`config.mk`:
```
export PLATFORM = sky130hd
export DESIGN_NAME = uart_frame_rx
export DESIGN_NICKNAME = d
export VERILOG_FILES = /design/src/rtl/uart_frame_rx.sv
export SDC_FILE = /design/constraint.sdc
export NUM_CORES = 1
export LEC_CHECK = 0
export ABC_CLOCK_PERIOD_IN_PS = 1800
export CAP_MARGIN = 20
export CORE_MARGIN = 2
export CORE_UTILIZATION = 45
export CTS_BUF_LIST = sky130_fd_sc_hd__clkbuf_8
export DETAILED_ROUTE_END_ITERATION = 16
export PLACE_DENSITY = 0.74
export SLEW_MARGIN = 10
export SYNTH_ARGS = -nofsm -noshare
export SYNTH_HDL_FRONTEND = slang
export SYNTH_SLANG_ARGS = --single-unit
```
`constraint.sdc`:
```
create_clock -name clk200M -period 1.8 [get_ports clk200M]
set_input_delay 0.27 -clock clk200M [delete_from_list [all_inputs] [get_ports clk200M]]
set_output_delay 0.27 -clock clk200M [all_outputs]
set_load 0.01 [all_outputs]
```
`src/rtl/uart_frame_rx.sv`:
```
// ---------------------------------------------------------------------------
// uart_frame_rx
//   Byte-stream framer between uart_rx and the LeNet input-image buffer.
//   Hunts for the two-byte sync word, streams N_PIX pixel bytes into the
//   buffer at sequential addresses, then checks the 8-bit additive checksum.
//   An inter-byte timeout or a UART framing error drops the frame and
//   returns to sync hunting.
//
//   Frame on the wire: SYNC0, SYNC1, N_PIX pixel bytes, CSUM
//   (CSUM = sum of the pixel bytes mod 256; sync bytes are excluded).
//
// Ports
//   clk200M    in   system clock
//   rst        in   asynchronous reset, active-high
//   rx_data    in   received byte, qualified by rx_valid
//   rx_valid   in   one-cycle strobe per received byte
//   rx_err     in   one-cycle framing-error strobe; overrides rx_valid
//   wr_en      out  image-buffer write strobe (one cycle after the byte)
//   wr_addr    out  image-buffer write address
//   wr_data    out  image-buffer write data
//   busy       out  high whenever the framer is not in IDLE
//   frame_done out  one-cycle pulse: frame complete, checksum good
//   frame_err  out  one-cycle pulse: bad checksum, timeout, or rx_err abort
// ---------------------------------------------------------------------------
module uart_frame_rx #(
    parameter int         N_PIX       = 1024,
    parameter int         ADDR_W      = 10,
    parameter logic [7:0] SYNC0       = 8'hA5,
    parameter logic [7:0] SYNC1       = 8'h5A,
    parameter int         TIMEOUT_CYC = 4000
) (
    input  logic              clk200M,
    input  logic              rst,
    input  logic [7:0]        rx_data,
    input  logic              rx_valid,
    input  logic              rx_err,
    output logic              wr_en,
    output logic [ADDR_W-1:0] wr_addr,
    output logic [7:0]        wr_data,
    output logic              busy,
    output logic              frame_done,
    output logic              frame_err
);

    localparam logic [1:0] ST_IDLE = 2'd0;
    localparam logic [1:0] ST_SY1  = 2'd1;
    localparam logic [1:0] ST_DATA = 2'd2;
    localparam logic [1:0] ST_CSUM = 2'd3;

    localparam logic [ADDR_W-1:0] LAST_PIX = ADDR_W'(N_PIX - 1);

    localparam int TMO_W = $clog2(TIMEOUT_CYC);
    // The abort is registered, so it is taken on the cycle whose count would
    // reach TIMEOUT_CYC-1; frame_err then lands exactly TIMEOUT_CYC cycles
    // after the last strobe, and a byte arriving in that same cycle still wins.
    localparam logic [TMO_W-1:0] TMO_LAST = TMO_W'(TIMEOUT_CYC - 2);

    logic [1:0]        state;
    logic [ADDR_W-1:0] pix_cnt;
    logic [7:0]        csum;
    logic [TMO_W-1:0]  tmo_cnt;
    logic              in_frame;

    // Aborts only report an error once pixel data has started.
    assign in_frame = (state == ST_DATA) || (state == ST_CSUM);

    // busy is decoded from state so it falls in the same cycle the
    // registered done/err pulse rises.
    assign busy = (state != ST_IDLE);

    // NOTE: every register here is sequential state and uses non-blocking
    // assignment so all flops update together from pre-edge values.
    always_ff @(posedge clk200M or posedge rst) begin
        if (rst) begin
            state      <= ST_IDLE;
            pix_cnt    <= '0;
            csum       <= '0;
            tmo_cnt    <= '0;
            wr_en      <= 1'b0;
            wr_addr    <= '0;
            wr_data    <= '0;
            frame_done <= 1'b0;
            frame_err  <= 1'b0;
        end else begin
            wr_en      <= 1'b0;
            frame_done <= 1'b0;
            frame_err  <= 1'b0;

            if (rx_err) begin
                // Framing error: drop the byte and resync.
                frame_err <= in_frame;
                state     <= ST_IDLE;
                tmo_cnt   <= '0;
            end else if (rx_valid) begin
                tmo_cnt <= '0;
                case (state)
                    ST_IDLE: begin
                        if (rx_data == SYNC0) state <= ST_SY1;
                    end
                    ST_SY1: begin
                        if (rx_data == SYNC1) begin
                            state   <= ST_DATA;
                            pix_cnt <= '0;
                            csum    <= '0;
                        end else if (rx_data != SYNC0) begin
                            state <= ST_IDLE;
                        end
                    end
                    ST_DATA: begin
                        wr_en   <= 1'b1;
                        wr_addr <= pix_cnt;
                        wr_data <= rx_data;
                        csum    <= csum + rx_data;
                        pix_cnt <= pix_cnt + 1'b1;
                        if (pix_cnt == LAST_PIX) state <= ST_CSUM;
                    end
                    default: begin
                        if (rx_data == csum) frame_done <= 1'b1;
                        else                 frame_err  <= 1'b1;
                        state <= ST_IDLE;
                    end
                endcase
            end else if (state != ST_IDLE) begin
                if (tmo_cnt == TMO_LAST) begin
                    frame_err <= in_frame;
                    state     <= ST_IDLE;
                    tmo_cnt   <= '0;
                end else begin
                    tmo_cnt <= tmo_cnt + 1'b1;
                end
            end
        end
    end

endmodule

```
==> impl_results.md, run 1 <==
- Port bufs: 33
- Post-synth cell types: 42
- Gr ovfl total: 0
- Filler cells: 451
- DIE HEIGHT: 81.4 µm
- Vias/cell: 5.39
- Drt total wl: 6.81 mm
- Vias: 2,453
- Fmax: 538 MHz
- Setup WS post-layout: -0.0573 ns
- N_diodes: 0
- YS warnings: 0
- Area grow syn2layout: 41.3%
- Nets: 402
- Post-route cell area: 0.00380 mm²
- IO Pins: 34
- Die area: 0.00662 mm²
- Pint: 1.83 mW
- Share of cells above drive strength 1: 0.245
- Wire length per cell: 15.0 µm
- Maximum VDD drop: 362 µV
- Final core utilization: 0.650
- Combinational share of power: 0.217
- Post-synthesis sequential area ratio: 0.493
- Synthesized area per cell: 9.22 µm²
- Die Width: 81.4 µm
- Total GRT Usage: 0.218
- Final-report hold violation count: 0
- Clock power frac: 0.280
- Total CTS buffers: 5
- Post-synth net total: 315
- TritonCTS clock tree: done
- Initial antenna violation count: 0
- Pleak: 1.78 nW
- Endpoints failing setup: 2
- Worst Setup End Kind: register
- # hold bufs at CTS: 0
- Required @ worst endpoint: 2.01 ns
- Starting Density: 0.460
- RSZ-0062 raised after global routing: true
- Synth Flop Type: dfrtp_1
- Routability Congestion: 0.858
- Failing checks: negative setup slack
- FP Rows: 28
- Most common cell in the netlist: nand2_1
- Clk_lat worst skew: 0.32 ns
- Sw frac: 0.287
- Synth top area share: 0.493
- H-tree levels: 2
- Worst Path Max Fanout: 3
- Root Buffer Master: clkbuf_8
- Synth top area cells: dfrtp_1 49%, nand2_1 10%, ha_1 4.6%, o21ai_0 3.7%, nor2_1 2.6%
- First-pass DRT Iterations: 4
- Remaining DRCs: 0
- Async SR Flop Fraction: 1.00
- Largest net degree at the start of global routing: 54
- Worst path arrival time: 2.07 ns
- Synth Cell Area: 0.00269 mm²
- Non-filler instance count after layout: 455
- First-pass GRT wire length: 11.1 mm
- Worst Max-Slew Pin Slew: 0.396 ns
- Cell Area, Placed: 0.00349 mm²
- Core ar.: 0.00585 mm²
- Total Power: 2.56 mW
- Rel. slew slack: 0.732
- Clock buffer depth: 2
- Commonest cells post-synth: 72 x nand2_1, 53 x dfrtp_1, 20 x o21ai_0
- Min Tclk post-route: 1.86 ns
- Clock transition at path regs: 0.11 ns
- Final ANT Viol Nets: 0
- Max-Cap Viols: 0
- Switching power: 0.735 mW
- Detailed Route Iter0 Violations: 139
- Area leader, netlist: dfrtp_1
- Post-Synthesis Cells: 292
- Worst Skew: 0.00983 ns
- Critical path launch point type: register
- Number of global-route vias before repair: 2,401
- #FFs+latches synth: 53
- Number of synthesized flops with an enable pin: 0
- Run status: complete, but fails checks
- Clock Sinks: 53
- HPWL after DPL: 4.67 mm
- Tcrit/Tclk final: 1.03
- Final Max Slew Viols: 0
- Worst min path class: in -> async
- Inst Count DP: 439
- Critical path type: reg -> reg
- Power per cell area: 673 mW/mm²
- Sequential Power Share: 0.503
[metal layers]
| layer | vias to the layer above | part of all wire | global-route usage |
|---|---|---|---|
| li1 | 1186 | - | - |
| met1 | 1195 | 0.44 | 0.286 |
| met2 | 57 | 0.50 | 0.361 |
| met3 | 15 | 0.043 | 0.0411 |
| met4 | 0 | 0.021 | 0.0729 |
| met5 | - | 0 | 0 |
[power by group through the flow]
| stage | sequential [mW] | combinational [mW] | clock (mW) |
|---|---|---|---|
| finish | 1.29 | 0.557 | 0.717 |
| global route | 1.30 | 0.609 | 0.771 |
| global placement | 1.30 | 0.453 | 0 |
| detailed placement | 1.31 | 0.471 | 0 |
| floorplan | 1.30 | 0.227 | 0 |
| CTS | 1.29 | 0.503 | 0.734 |
[path summary, 6_finish.rpt]
check | start | to | slack [ns] | depth (start not counted)
worst max-delay path | csum[0] | csum[6] | -0.06 | 7
worst min-delay path | rst | wr_addr[2] | 0.31 | 3
worst max register to register | csum[0] | csum[6] | -0.06 | 7
worst min register to register | wr_addr[2] | wr_addr[2] | 0.48 | 2
max in group asynchronous | rst | csum[1] | 1.25 | 3
min in group clk200M | rx_data[2] | wr_data[2] | 0.37 | 3
[metrics by stage]
stage	hold slack, ns	TNS, ns	setup WS, ns
floorplan	0.375	-0.00832	-0.00744
CTS	0.325	-0.0811	-0.0413
global placement	0.462	-8.00	-0.439
global route	0.339	-0.247	-0.133
finish	0.311	-0.0896	-0.0573
detailed placement	0.461	-9.29	-0.521
[critical path, stage by stage (launching register included)]
cell and delay (ns):
dfrtp_1 0.43, ha_4 0.20, fa_2 0.35, a21o_1 0.19, a21oi_2 0.15, nor2b_2 0.07
mux2i_1 0.11, a221o_1 0.25
[flip-flops by register name, summed over array words and instances (netlist names)]
register and cells:
state 2, pix_cnt 10, wr_data 8, tmo_cnt 12, frame_done 1, csum 8
wr_addr 10, frame_err 1, wr_en 1
[cell type report]
type                    count  area, µm²  share of cell area
clock buffers               5       68.8              0.0181
inverters                   6       22.5             0.00592
clock inverters             3       25.0             0.00658
repair buffers             89        756               0.199
well taps                  75       93.8              0.0247
multi-input cells         224       1510               0.397
flip-flops and latches     53       1330               0.349
[layout by cell type, fill, tap and decap left out, drive strengths merged, types with 2 or more instances in the layout]
master         instances
a211oi                 3
a21o                   5
a21oi                  8
a22o                   2
a31oi                  2
and2                   2
and3                   3
buf                   56
clkbuf                 5
clkdlybuf4s50         24
dfrtp                 53
dlygate4sd2            9
ha                    10
inv                    7
mux2i                  2
nand2                 72
nand2b                 4
nand3                 12
nand3b                 2
nand4                  8
nor2                  19
nor2b                  3
nor3                   6
nor4                   2
nor4bb                 3
o211ai                 2
o21ai                 21
o31ai                  2
or3                    4
or4                    2
xnor2                  7
xor2                   8
[timing repair]
item / CTS / global route
gates resized for setup: 22 / 18
endpoints found under the setup margin: 7 / 12
setup buffers: 2 / 6
pin swaps: 8 / 11
[cell families after synthesis]
group	share of synthesized area
multiplexers	0.0116
AND/OR/NAND/NOR	0.256
adder cells (fa/ha/maj)	0.0539
XOR/XNOR	0.0488
AO/OA/AOI/OAI	0.116
flip-flops	0.493
buffers and inverters	0.0218
Note: power is estimated with default switching activity, not from simulation.
==> inputs of run 2 (changes only) <==
--- a/config.mk
+++ b/config.mk
@@ -11,6 +11,8 @@
 export CORE_UTILIZATION = 45
 export CTS_BUF_LIST = sky130_fd_sc_hd__clkbuf_8
 export DETAILED_ROUTE_END_ITERATION = 16
+export GPL_TIMING_DRIVEN = 0
+export MAX_ROUTING_LAYER = met4
 export PLACE_DENSITY = 0.74
 export SLEW_MARGIN = 10
 export SYNTH_ARGS = -nofsm -noshare
==> impl_results.md, run 2 (same netlist as run 1, synthesis figures left out) <==
- Reg area: 0.00133 mm²
- N_diodes: 0
- Clock transition at path regs: 0.10 ns
- Worst Setup End Kind: register
- Worst Path Max Fanout: 2
- Failing checks: negative setup slack
- Area grow syn2layout: 26.7%
- Worst Skew: 0.00630 ns
- Footprint of the multi-input gates: 0.00146 mm²
- Inst Count DP: 401
- Final-report hold violation count: 0
- Routability Congestion: 0.860
- Gr ovfl total: 0
- IO Pins: 34
- Rel. slew slack: 0.635
- Slowest stage delay, CP: 0.42 ns
- Final core utilization: 0.583
- Worst path arrival time: 2.05 ns
- Commonest non-fill, non-tap cell in the layout: nand2_1
- CP top delay family: compound AO/OA/AOI/OAI gates
- Vias/cell: 5.58
- Total Power: 2.39 mW
- Post-route cell area: 0.00341 mm²
- Setup WS post-layout: -0.0436 ns
- Core ar.: 0.00585 mm²
- Starting Density: 0.460
- Die area: 0.00662 mm²
- Drt total wl: 6.42 mm
- Clk_lat worst skew: 0.31 ns
- TritonCTS clock tree: done
- Worst hold slack: 0.247 ns
- Fmax: 542 MHz
- Nets: 360
- Tcrit/Tclk final: 1.02
- Die Width: 81.4 µm
- First-pass GRT wire length: 10.6 mm
- Min Tclk post-route: 1.84 ns
- HPWL after DPL: 4.44 mm
- Critical path type: reg -> reg
- Maximum VDD drop: 469 µV
- Final Max Slew Viols: 0
- Worst Max-Slew Pin Slew: 0.544 ns
- Clock buffer depth: 2
- Power per cell area: 700 mW/mm²
- FP Rows: 28
- Clock Sinks: 53
- First-pass DRT Iterations: 7
- Largest Register: tmo_cnt
- Largest net degree at the start of global routing: 39
- H-tree levels: 2
- Worst min path class: in -> async
- Cell Area, Placed: 0.00317 mm²
- Number of global-route vias before repair: 2,310
- Worst-path cell chain: ha_4 -> fa_2 -> a21o_1 -> a21oi_2 -> nor2b_2 -> mux2i_1 -> a221o_1
- Port bufs: 33
- Initial antenna violation count: 0
- RSZ-0062 raised after global routing: true
- Run status: complete, but fails checks
- Max reg flops: 12
- Root Buffer Master: clkbuf_8
- Vias: 2,304
- Max-Cap Viols: 0
- Slowest CP cell: dfrtp_1
- Filler cells: 547
- Share of cells above drive strength 1: 0.142
- Critical path launch point type: register
- Biggest regs: tmo_cnt x12, pix_cnt x10, wr_addr x10
- # hold bufs at CTS: 0
- Total GRT Usage: 0.215
- DIE HEIGHT: 81.4 µm
- Non-filler instance count after layout: 413
- Remaining DRCs: 0
- Pleak: 1.55 nW
- Wire length per cell: 15.5 µm
- Commonest non-fill, non-tap cells in the layout: 72 x nand2_1, 50 x dfrtp_1, 22 x clkdlybuf4s50_1
- Final ANT Viol Nets: 0
- WP buf/inv: 0
- Required @ worst endpoint: 2.00 ns
- Endpoints failing setup: 2
- Detailed Route Iter0 Violations: 123
- Total CTS buffers: 5
run 2: stage by stage:
| stage | worst slack, ns | setup TNS (ns) |
|---|---|---|
| 2_1_floorplan | -0.00744 | -0.00832 |
| 3_3_place_gp | -0.781 | -62.08 |
| 3_5_place_dp | -0.640 | -22.42 |
| 4_1_cts | -0.0126 | -0.0127 |
| 5_1_grt | -0.127 | -0.550 |
| 6_report | -0.0436 | -0.0790 |
run 2: area by class of cell:
class,instances,share of cell area
multi-input combinational,224,0.428
buffer,8,0.0147
clock buffer,5,0.0202
sequential,53,0.390
clock inverter,3,0.00550
inverter,6,0.00660
tap,75,0.0275
timing repair buffer,39,0.108
run 2: path summary, 6_finish.rpt:
path                            start         end  slack (ns)  cells past startpoint
min in group clk200M       rx_data[1]  wr_data[1]        0.29                      3
max in group asynchronous         rst     csum[1]        1.02                      3
min                               rst  tmo_cnt[6]        0.25                      2
max reg2reg                   csum[0]     csum[6]       -0.04                      7
max                           csum[0]     csum[6]       -0.04                      7
min reg2reg                wr_addr[0]  wr_addr[0]        0.49                      2
run 2: power by group:
group	leakage, nW	internal (mW)	total (mW)	switching, mW
registers	0.725	1.24	1.29	0.0465
logic	0.781	0.212	0.428	0.217
clock network	0.0416	0.269	0.671	0.402
run 2: metal layers:
layer	vias to the layer above	GRT usage	wire length (µm)
met5	-	-	0
met4	0	0.0576	78
met3	12	0.0400	254
met2	51	0.369	3260
met1	1132	0.261	2820
li1	1109	-	-
run 2: repair_timing:
| action | in CTS | in global routing |
|---|---|---|
| setup buffers | 3 | 2 |
| cloned | 0 | 0 |
| resized for setup | 29 | 23 |
| setup endpoints to repair | 43 | 29 |
| pin swaps | 4 | 8 |
==> inputs of run 3 (changes only) <==
--- a/config.mk
+++ b/config.mk
@@ -13,7 +13,7 @@
 export DETAILED_ROUTE_END_ITERATION = 16
 export GPL_TIMING_DRIVEN = 0
 export MAX_ROUTING_LAYER = met4
-export PLACE_DENSITY = 0.74
+export PLACE_DENSITY_LB_ADDON = 0.1
 export SLEW_MARGIN = 10
 export SYNTH_ARGS = -nofsm -noshare
 export SYNTH_HDL_FRONTEND = slang
==> impl_results.md, run 3 (same netlist as run 1, synthesis figures left out) <==
- Slowest CP cell: dfrtp_1
- Initial antenna violation count: 0
- First-pass DRT Iterations: 4
- N_diodes: 0
- Final-report hold violation count: 0
- TritonCTS clock tree: done
- WP buf/inv: 0
- Grt met3 use: 0.0356
- Worst path arrival time: 2.05 ns
- Port bufs: 33
- Cell Area, Placed: 0.00317 mm²
- Power per cell area: 699 mW/mm²
- Grt met1 use: 0.282
- Met2 GRT Util: 0.341
- Detailed Route Iter0 Violations: 90
- # hold bufs at CTS: 0
- Nets: 365
- Failing checks: negative setup slack
- Run status: complete, but fails checks
- Wire length per cell: 14.9 µm
- Largest Register: tmo_cnt
- Critical path type: reg -> reg
- Worst Setup End Kind: register
- Tcrit/Tclk final: 1.03
- Biggest regs: tmo_cnt x12, pix_cnt x10, wr_addr x10
- Sw frac: 0.280
- Routability Congestion: 0.811
- Worst hold slack: 0.293 ns
- Fmax: 540 MHz
- Final Max Slew Viols: 0
- Root Buffer Master: clkbuf_8
- CP top delay family: compound AO/OA/AOI/OAI gates
- Total GRT Usage: 0.216
- Pint: 1.74 mW
- Drt total wl: 6.21 mm
- Commonest non-fill, non-tap cells in the layout: 72 x nand2_1, 51 x dfrtp_1, 22 x clkdlybuf4s50_1
- Vias: 2,271
- Share of cells above drive strength 1: 0.155
- Min Tclk post-route: 1.85 ns
- Starting Density: 0.460
- Remaining DRCs: 0
- HPWL after DPL: 4.29 mm
- Area grow syn2layout: 28.6%
- Endpoints failing setup: 3
- Die area: 0.00662 mm²
- First-pass GRT wire length: 10.7 mm
- Commonest non-fill, non-tap cell in the layout: nand2_1
- GRT busiest layer: met2
- Clock power frac: 0.281
- Clk_lat worst skew: 0.31 ns
- Gr ovfl total: 0
- Max-Cap Viols: 0
- Post-route cell area: 0.00346 mm²
- Worst min path class: in -> async
- Core ar.: 0.00585 mm²
- Final ANT Viol Nets: 0
- Switching power: 0.677 mW
- Flop-to-flop setup slack: -0.05 ns
- Worst Max-Slew Pin Slew: 0.570 ns
- Maximum VDD drop: 443 µV
- RSZ-0062 raised after global routing: true
- Total CTS buffers: 5
- Required @ worst endpoint: 2.00 ns
- DIE HEIGHT: 81.4 µm
- Combinational share of power: 0.188
- Sequential Power Share: 0.531
- Worst Path Max Fanout: 2
- FP Rows: 28
- Die Width: 81.4 µm
- Clock buffer depth: 2
- Pleak: 1.59 nW
- Vias/cell: 5.43
- Slowest stage delay, CP: 0.42 ns
- Worst-path cell chain: ha_4 -> fa_2 -> a21o_1 -> a21oi_2 -> nor2b_2 -> mux2i_1 -> a221o_1
- Largest net degree at the start of global routing: 33
- Rel. slew slack: 0.617
- Worst Skew: 0.00500 ns
- Critical path launch point type: register
- H-tree levels: 2
- Clock transition at path regs: 0.10 ns
- Clock Sinks: 53
- Setup WS post-layout: -0.0525 ns
- Max reg flops: 12
- IO Pins: 34
- Number of global-route vias before repair: 2,268
## run 3: power by group through the flow
stage	combinational, mW	clock [mW]	sequential, mW
after floorplan	0.227	0	1.30
after global placement	0.365	0	1.30
after detailed placement	0.378	0	1.30
after CTS	0.433	0.695	1.28
after global routing	0.506	0.747	1.29
final	0.454	0.681	1.29
## run 3: what timing repair did
action	in CTS	in global routing
pin swaps	13	11
gates resized for setup	28	22
endpoints found under the hold margin	0	0
gates cloned	0	0
endpoints found under the setup margin	41	26
setup buffers	10	0
## run 3: path summary, 6_finish.rpt
kind / from / endpoint / depth (start not counted)
max: csum[0] / csum[6] / 7
min: rst / wr_data[6] / 2
max reg2reg: csum[0] / csum[6] / 7
min reg2reg: wr_data[7] / wr_data[7] / 2
max in group asynchronous: rst / state[1] / 3
min in group clk200M: rx_err / frame_err / 3
## run 3: area by class of cell
type / count / area, µm²
flip-flops and latches: 53 / 1330
plain buffers: 8 / 47.5
inverters: 6 / 22.5
clock inverters: 3 / 17.5
fillers: 520 / 2390
well taps: 75 / 93.8
clock buffers: 5 / 68.8
multi-input cells: 224 / 1460
repair buffers: 44 / 424
## run 3: per-stage QoR
step	power (mW)	setup TNS, ns	cells	util	setup WS (ns)
after floorplan	1.53	-0.00832	292	-	-0.00744
after global placement	1.67	-65.76	400	0.538	-0.807
after detailed placement	1.68	-22.28	401	0.542	-0.638
after CTS	2.41	-0.0151	419	0.584	-0.00918
after global routing	2.55	-0.352	418	0.592	-0.105
final	2.42	-0.0797	418	0.592	-0.0525
## run 3: routing by layer
layer  wire length, µm  up-vias
met3               195        8
met1              3000     1097
met2              2910       50
met5                 0        -
met4               106        0
li1                  -     1116
## run 3: worst register-to-register path: stages, from the launching register on
cell and delay (ns):
dfrtp_1 0.42, ha_4 0.18, fa_2 0.33, a21o_1 0.20, a21oi_2 0.17, nor2b_2 0.06
mux2i_1 0.12, a221o_1 0.25
